## config.mk

```make
export PLATFORM = sky130hd
export DESIGN_NAME = night_rider_scanner
export DESIGN_NICKNAME = d
export VERILOG_FILES = /design/src/rtl/night_rider_scanner.sv
export SDC_FILE = /design/constraint.sdc
export NUM_CORES = 1
export LEC_CHECK = 0
export ABC_AREA = 1
export CAP_MARGIN = 20
export CORE_MARGIN = 3
export CORE_UTILIZATION = 51
export DETAILED_ROUTE_END_ITERATION = 10
export PLACE_DENSITY = 0.73
export SLEW_MARGIN = 10
export SYNTH_ARGS = -nofsm -noshare
export SYNTH_HDL_FRONTEND = slang
export SYNTH_SLANG_ARGS = --single-unit
```

## constraint.sdc

```tcl
create_clock -name clk_in -period 1.5 [get_ports clk_in]
set_input_delay 0.15 -clock clk_in [delete_from_list [all_inputs] [get_ports clk_in]]
set_output_delay 0.15 -clock clk_in [all_outputs]
set_load 0.05 [all_outputs]
```

## src/rtl/night_rider_scanner.sv

```systemverilog
// night_rider_scanner: drives an LED bar with a scanning head and a PWM-faded trail.
// The divided step clock is treated as data: its rising level is edge-detected
// on the system clock, so the whole block lives in the clk_in domain.
module night_rider_scanner #(
    parameter int N_LED    = 8,
    parameter int TRAIL    = 3,
    parameter int PWM_BITS = 4,
    parameter int DWELL    = 0,
    localparam int PW      = $clog2(N_LED)
) (
    input  logic             clk_in,
    input  logic             rst,
    input  logic             step_in,
    input  logic             enable,
    input  logic             mode,
    output logic [N_LED-1:0] led,
    output logic [PW-1:0]    pos,
    output logic             dir
);

    // Keep history arrays at least one entry deep so TRAIL=0 still elaborates;
    // the unused slot is never lit.
    localparam int TR_N = (TRAIL > 0) ? TRAIL : 1;

    localparam logic [PW-1:0]       POS_MAX     = PW'(N_LED - 1);
    localparam logic [PW-1:0]       POS_TOP_RET = PW'(N_LED - 2);
    localparam logic [PW-1:0]       POS_ONE     = PW'(1);
    localparam logic [PW-1:0]       POS_ZERO    = '0;
    localparam logic [3:0]          DWELL_LAST  = 4'((DWELL > 0) ? (DWELL - 1) : 0);
    localparam logic [PWM_BITS-1:0] PWM_ONE     = PWM_BITS'(1);

    typedef enum logic [1:0] {
        SCAN_UP   = 2'd0,
        DWELL_TOP = 2'd1,
        SCAN_DN   = 2'd2,
        DWELL_BOT = 2'd3
    } state_t;

    state_t              r_state;
    state_t              w_state_next;
    logic [PW-1:0]       r_pos;
    logic [PW-1:0]       w_pos_next;
    logic [3:0]          r_dcnt;
    logic [3:0]          w_dcnt_next;
    logic                r_step_d;
    logic                w_step;
    logic                w_dir;
    logic [PWM_BITS-1:0] r_pwm_cnt;
    logic [N_LED-1:0]    r_led;
    logic [N_LED-1:0]    w_led_next;
    logic [PW-1:0]       r_hist_pos [TR_N];
    logic [TR_N-1:0]     r_hist_vld;
    logic [TR_N-1:0]     w_lit;

    // Edge detector: the delayed copy resets high so a step_in already high
    // when reset releases is not mistaken for a fresh step.
    always_ff @(posedge clk_in) begin
        if (rst) begin
            r_step_d <= 1'b1;
        end else begin
            r_step_d <= step_in;
        end
    end

    assign w_step = step_in & ~r_step_d & enable;

    // FSM state register together with head position and dwell counter.
    always_ff @(posedge clk_in) begin
        if (rst) begin
            r_state <= SCAN_UP;
            r_pos   <= '0;
            r_dcnt  <= '0;
        end else if (w_step) begin
            r_state <= w_state_next;
            r_pos   <= w_pos_next;
            r_dcnt  <= w_dcnt_next;
        end
    end

    // Next-state logic: wrap mode overrides the bounce FSM from any state.
    always_comb begin
        w_state_next = r_state;
        w_pos_next   = r_pos;
        w_dcnt_next  = r_dcnt;
        if (mode) begin
            w_state_next = SCAN_UP;
            w_dcnt_next  = '0;
            w_pos_next   = (r_pos == POS_MAX) ? POS_ZERO : (r_pos + POS_ONE);
        end else begin
            case (r_state)
                SCAN_UP: begin
                    if (r_pos != POS_MAX) begin
                        w_pos_next = r_pos + POS_ONE;
                    end else if (DWELL == 0) begin
                        w_state_next = SCAN_DN;
                        w_pos_next   = POS_TOP_RET;
                    end else begin
                        w_state_next = DWELL_TOP;
                        w_dcnt_next  = '0;
                    end
                end
                DWELL_TOP: begin
                    w_dcnt_next = r_dcnt + 4'd1;
                    if (r_dcnt == DWELL_LAST) begin
                        w_state_next = SCAN_DN;
                        w_pos_next   = POS_TOP_RET;
                    end
                end
                SCAN_DN: begin
                    if (r_pos != POS_ZERO) begin
                        w_pos_next = r_pos - POS_ONE;
                    end else if (DWELL == 0) begin
                        w_state_next = SCAN_UP;
                        w_pos_next   = POS_ONE;
                    end else begin
                        w_state_next = DWELL_BOT;
                        w_dcnt_next  = '0;
                    end
                end
                default: begin
                    w_dcnt_next = r_dcnt + 4'd1;
                    if (r_dcnt == DWELL_LAST) begin
                        w_state_next = SCAN_UP;
                        w_pos_next   = POS_ONE;
                    end
                end
            endcase
        end
    end

    // Output decode: direction is "down" while heading down or parked at the top.
    always_comb begin
        w_dir = (r_state == SCAN_DN) || (r_state == DWELL_TOP);
    end

    // Trail history: newest previous head position in slot 0, older ones shift out.
    always_ff @(posedge clk_in) begin
        if (rst) begin
            for (int k = 0; k < TR_N; k++) begin
                r_hist_pos[k] <= '0;
            end
            r_hist_vld <= '0;
        end else if (w_step) begin
            r_hist_pos[0] <= r_pos;
            r_hist_vld[0] <= (TRAIL > 0);
            for (int k = 1; k < TR_N; k++) begin
                r_hist_pos[k] <= r_hist_pos[k-1];
                r_hist_vld[k] <= r_hist_vld[k-1];
            end
        end
    end

    // Free-running PWM counter, independent of enable.
    always_ff @(posedge clk_in) begin
        if (rst) begin
            r_pwm_cnt <= '0;
        end else begin
            r_pwm_cnt <= r_pwm_cnt + PWM_ONE;
        end
    end

    // Each trail slot k (1-based) is lit for 2^PWM_BITS >> k counts per period.
    // Dimmer slots are strict subsets of brighter ones, so OR-ing sources per LED
    // gives the brightest-wins result without an explicit priority mux.
    genvar gi, gk;
    generate
        for (gi = 0; gi < TR_N; gi++) begin : g_lit
            localparam int              THR   = (1 << PWM_BITS) >> (gi + 1);
            localparam logic [PWM_BITS:0] THR_V = (PWM_BITS + 1)'(THR);
            assign w_lit[gi] = (gi < TRAIL) && r_hist_vld[gi] &&
                               ({1'b0, r_pwm_cnt} < THR_V);
        end

        for (gi = 0; gi < N_LED; gi++) begin : g_led
            logic [TR_N-1:0] w_hit;
            for (gk = 0; gk < TR_N; gk++) begin : g_slot
                assign w_hit[gk] = w_lit[gk] && (r_hist_pos[gk] == PW'(gi));
            end
            assign w_led_next[gi] = (r_pos == PW'(gi)) || (|w_hit);
        end
    endgenerate

    // Registered LED drive.
    always_ff @(posedge clk_in) begin
        if (rst) begin
            r_led <= '0;
        end else begin
            r_led <= w_led_next;
        end
    end

    assign led = r_led;
    assign pos = r_pos;
    assign dir = w_dir;

endmodule
```

==> flow_summary.toml, run 1 <==
[placed_design]
detailed_place_hpwl_um = 2320
gpl.final_weighted_congestion = 0.908
io_buf_count = 16
pre_cts_slack_ns = 0.0776

[synth]
syn_avg_cell_area_um2 = 7.16
synth.yosys.warnings = 0
yosys_register_bits = 29
synth.yosys.seq_area_share = 0.428
mappedNetlistNets = 233
syn-instance-count = 219
syn_area_um2 = 1570
netlist-cell-type-count = 23

[critical_path]
cp_data_required_time_ns = 1.72
cp_max_fo = 6
crit_chain = "inv_1 -> ha_1 -> inv_1 -> nor2_1 -> nor2_1 -> o21ai_1 -> nand2_1 -> nand2_1 -> nand2_1"
critPathMaxStageDelay_ns = 0.38
timing.critical_path.slowest_stage_cell = "dfxtp_4"
timing.critical_path.mode_cell = "nand2_1"
worst-endpoint-arrival_ns = 1.56
rr_worst_depth = 9
cp-end-kind = "flip-flop"
timing_worst_setup_path_type = "reg -> reg"
cp-start-kind = "flip-flop"

[routing]
first_iter_violations = 99
drt_pre_antenna_iters = 4
detail_route.wl_per_cell_um = 10.9
postRouteWirelength_um = 3000
route.antenna.remaining_nets = 0
detail_route.vias_per_cell = 4.79
total_vias_in_the_final_route = 1318
post-route-drc-count = 0

[sta]
max_freq_mhz = 749
timing_max_transition_violations_final = 0
fin_hold_ws_ns = 0.424
tns_ns = 0
finalClockSkew_ns = 0.00495
unrepaired_setup_endpoints_after_global_routing = "false"
min_period_over_period = 0.890
period_minus_slack_ns = 1.33
worstMarginPinSlew_ns = 0.240
final-setup-viol-count = 0
timing.max_slew.rel_slack = 0.840
final-hold-violation-count = 0
worst_slack_ns = 0.165

[power]
leak_pwr_nw = 0.865
share_clk_of_total_power = 0.350
power.share.switching = 0.244
intPower_mw = 1.15
total_switching_power_mw = 0.372
power_frac_seq = 0.559
power.density_cell_area_nw_per_um2 = 819
vdd.ir_drop.worst_mv = 0.747
totalPowerFinal_mw = 1.53
comb_power_frac = 0.091

[global_routing]
grt_pass1_vias = 1124
globalRoute.totalOverflow = 0
antenna_found_initial = 0
wire_length_of_the_first_global_routing_pass_um = 4840
pin_count_of_the_biggest_net_entering_global_routing = 14
grt_util_all_layers = 0.178

[job]
max_cap_violations = 0

[clocking]
post_cts_resize_count = 0
tritoncts_clock_tree = "built"
clock_latency_ns = 0.32
cts_made_buffers = 5
clock_sinks = 29
clkSlewWorstSetupHoldPaths_ns = 0.09
postCtsHoldBufs = 0
post_cts_buffers = 0
cts_htree_levels = 2
clock_path_buffers = 2
cts_root_buffer = "clkbuf_4"

[floorplan]
chipHeight_um = 61.4
fp-row-count = 19
fp.dieW_um = 61.4
floorplan.die_area_um2 = 3780
placeableCoreArea_um2 = 2850
ioPinCount = 17
starting_density = 0.550

[layout]
area_delta_synth_final_pct = 18.8
insertedDiodeCount = 0
num-nets-final = 257
final_util = 0.653
drive_gt1_frac = 0.197

[run_status]
run_status = "finished clean"

[min_path]
worstHoldPathCells = 2
min-delay-path-class = "in -> reg"
## kinds of logic (layout without fill, tap and decap cells)
group | Yosys count | in the layout | share of synthesized area
buf+inv | 32 | 57 | 0.0822
compound gates | 15 | 15 | 0.0503
fa+ha+maj | 9 | 9 | 0.0718
flops | 29 | 29 | 0.428
xor+xnor | 2 | 2 | 0.0112
simple gates | 132 | 132 | 0.357
## area by class of cell
class | instances | area [um2]
Timing Repair Buffer | 20 | 185
Fill cell | 253 | 990
Clock buffer | 7 | 65.1
Clock inverter | 1 | 5.00
Multi-Input combinational cell | 158 | 781
Sequential cell | 29 | 679
Inverter | 29 | 109
Tap cell | 31 | 38.8
## Yosys cell counts
master / count / area (um2)
buf_4: 2 / 15.0
a21boi_0: 1 / 7.51
a21oi_1: 1 / 5.00
or2_2: 1 / 6.26
nor3_1: 3 / 15.0
nand2_1: 61 / 229
nor2_8: 1 / 20.0
o22ai_1: 1 / 6.26
xnor2_1: 2 / 17.5
o21ai_0: 6 / 30.0
nand2_4: 1 / 11.3
nor2_2: 4 / 25.0
nand2_2: 4 / 25.0
edfxtp_1: 9 / 270
nand3_1: 5 / 25.0
nor2_1: 51 / 191
inv_2: 8 / 30.0
dfxtp_1: 20 / 400
buf_2: 1 / 5.00
ha_1: 9 / 113
nor2_4: 1 / 11.3
inv_1: 21 / 78.8
o21ai_1: 6 / 30.0
## worst max-delay path, delay by kind of cell, from the launching register on
kind / cells / cell delay (ns)
DFF: 1 / 0.38
buffers and inverters: 2 / 0.21
AOI/OAI and AO/OA: 1 / 0.07
and+or+nand+nor: 5 / 0.32
adders and majority gates: 1 / 0.27
## path summary, 6_finish.rpt
| kind | start | endpoint | slack [ns] |
|---|---|---|---|
| worst max-delay path | pos[0] | pos[1] | 0.17 |
| worst min-delay path | step_in | r_step_d | 0.42 |
| worst max register to register | pos[0] | pos[1] | 0.17 |
| worst min register to register | r_pwm_cnt[0] | r_pwm_cnt[0] | 0.45 |
## sequential cells by signal (all words and copies together) (netlist names)
signal      count
r_hist_pos      9
led             8
r_pwm_cnt       4
pos             3
r_hist_vld      3
r_state         1
r_step_d        1
## power groups by stage
stage	combinational (mW)	clock, mW	sequential (mW)
floorplan	0.0776	0	0.881
global placement	0.140	0	0.870
detailed placement	0.139	0	0.870
CTS	0.140	0.552	0.851
global route	0.154	0.590	0.856
finish	0.139	0.534	0.853
## metrics by stage
| step | std cells | cell area (um2) |
|---|---|---|
| finish | 275 | 1860 |
| global route | 275 | 1860 |
| CTS | 275 | 1850 |
| detailed placement | 267 | 1780 |
| global placement | 267 | 1780 |
| floorplan | 219 | 1580 |
## layer usage
layer,track usage,vias up,wire (um)
met5,0,-,0
met1,0.227,566,1410
li1,-,719,-
met3,0.0503,2,197
met2,0.289,31,1380
met4,0.0636,0,13
## cells in the final DEF, fill, tap and decap left out, types with 2 or more instances in the layout
cell type,count
nand2_2,4
o21ai_1,6
clkbuf_8,2
o21ai_0,6
nor3_1,3
xnor2_1,2
dfxtp_4,2
inv_2,8
nand3_1,5
ha_1,8
buf_12,2
nor2_2,4
inv_1,21
edfxtp_1,9
clkbuf_4,5
clkdlybuf4s50_1,4
dfxtp_1,17
nor2_1,51
buf_4,14
nand2_1,61
Note: power is estimated with default switching activity, not from simulation.
==> inputs of run 2 (changes only) <==
--- a/config.mk
+++ b/config.mk
@@ -10,6 +10,7 @@
 export CORE_MARGIN = 3
 export CORE_UTILIZATION = 51
 export DETAILED_ROUTE_END_ITERATION = 10
+export MAX_ROUTING_LAYER = met4
 export PLACE_DENSITY = 0.73
 export SLEW_MARGIN = 10
 export SYNTH_ARGS = -nofsm -noshare
==> flow_summary.toml, run 2 (synthesis gave the netlist of run 1 again) <==
[clocking]
cts_made_buffers = 5
post_cts_resize_count = 0
cts_root_buffer = "clkbuf_4"
clock_path_buffers = 2
tritoncts_clock_tree = "built"
clock_sinks = 29
cts_htree_levels = 2
postCtsHoldBufs = 0
clkSlewWorstSetupHoldPaths_ns = 0.09
clock_latency_ns = 0.32
post_cts_buffers = 0

[sta]
worstMarginPinSlew_ns = 0.239
unrepaired_setup_endpoints_after_global_routing = "false"
timing.max_slew.rel_slack = 0.840
finalClockSkew_ns = 0.00553
max_freq_mhz = 747
timing_max_transition_violations_final = 0
final-hold-violation-count = 0
final-setup-viol-count = 0
min_period_over_period = 0.892
tns_ns = 0
period_minus_slack_ns = 1.34

[layout]
area_delta_synth_final_pct = 18.8
finish.cell_count_without_fillers = 275
mostFrequentLayoutCells = "61 x nand2_1, 51 x nor2_1, 21 x inv_1"
post-route-cell-area_um2 = 1860
largest_register_ffs = 9
layout.cells.most_common = "nand2_1"
final_util = 0.653
drive_gt1_frac = 0.197
insertedDiodeCount = 0
regMostFlops = "r_hist_pos"
num-nets-final = 257

[power]
power.density_cell_area_nw_per_um2 = 820
totalPowerFinal_mw = 1.53
leak_pwr_nw = 0.865
vdd.ir_drop.worst_mv = 0.749

[global_routing]
pin_count_of_the_biggest_net_entering_global_routing = 14
antenna_found_initial = 0
globalRoute.totalOverflow = 0
grt_pass1_vias = 1121
wire_length_of_the_first_global_routing_pass_um = 4850
grt_util_all_layers = 0.186

[critical_path]
worst-endpoint-arrival_ns = 1.56
rr_worst_depth = 9
cp_data_required_time_ns = 1.72
cp-start-kind = "flip-flop"
cp_max_fo = 6
cp-end-kind = "flip-flop"
timing_worst_setup_path_type = "reg -> reg"

[routing]
first_iter_violations = 93
detail_route.vias_per_cell = 4.78
route.antenna.remaining_nets = 0
post-route-drc-count = 0
drt_pre_antenna_iters = 4
postRouteWirelength_um = 3000
total_vias_in_the_final_route = 1315
detail_route.wl_per_cell_um = 10.9

[floorplan]
ioPinCount = 17
starting_density = 0.550
placeableCoreArea_um2 = 2850
fp-row-count = 19
floorplan.die_area_um2 = 3780
fp.dieW_um = 61.4
chipHeight_um = 61.4

[min_path]
min-delay-path-class = "in -> reg"
worstHoldPathCells = 2

[run_status]
run_status = "finished clean"

[placed_design]
io_buf_count = 16
numPlacedInstances = 267
detailed_place_hpwl_um = 2320
placed_cell_area_um2 = 1780
gpl.final_weighted_congestion = 0.924

[job]
max_cap_violations = 0
[run 2: cell counts in the layout (fill, tap and decap cells not counted)]
No cell type changed its count.
[run 2: area by class of cell]
class                      count  area [um2]
multi-input combinational    158         781
inverter                      29         109
clock inverter                 1        5.00
tap                           31        38.8
clock buffer                   7        65.1
timing repair buffer          20         185
sequential                    29         679
fill                         253         990
[run 2: through the flow]
step | setup WS (ns) | hold WS (ns)
floorplan | 0.00269 | 0.221
global placement | 0.111 | 0.428
detailed placement | 0.0776 | 0.438
CTS | 0.0587 | 0.418
global route | 0.0407 | 0.435
finish | 0.162 | 0.422
[run 2: worst max-delay path: stages (launching register included)]
cell	delay [ns]
dfxtp_4	0.38
inv_1	0.15
ha_1	0.27
inv_1	0.06
nor2_1	0.09
nor2_1	0.06
o21ai_1	0.07
nand2_1	0.06
nand2_1	0.06
nand2_1	0.05
[run 2: worst paths after layout]
kind                start           end  slack, ns
max                pos[0]        pos[1]       0.16
min               step_in      r_step_d       0.42
max reg2reg        pos[0]        pos[1]       0.16
min reg2reg  r_pwm_cnt[0]  r_pwm_cnt[0]       0.46
[run 2: where the power goes]
part           leakage, nW  total (mW)  switching (mW)  internal [mW]
clock network       0.0413       0.536           0.264          0.271
registers            0.258       0.853          0.0231          0.830
logic                0.566       0.139          0.0861         0.0532
[run 2: per-layer routing]
metal	up-vias	GRT usage	wire length, um
met5	-	-	0
met4	0	0.0455	14
met3	2	0.0755	206
met2	33	0.289	1360
met1	559	0.227	1410
li1	721	-	-
==> inputs of run 3 (changes only) <==
--- a/config.mk
+++ b/config.mk
@@ -9,6 +9,7 @@
 export CAP_MARGIN = 20
 export CORE_MARGIN = 3
 export CORE_UTILIZATION = 51
+export CTS_CLUSTER_SIZE = 20
 export DETAILED_ROUTE_END_ITERATION = 10
 export MAX_ROUTING_LAYER = met4
 export PLACE_DENSITY = 0.73
==> results of run 3 <==
Final layout, timing and power as in run 2 (identical DEF).
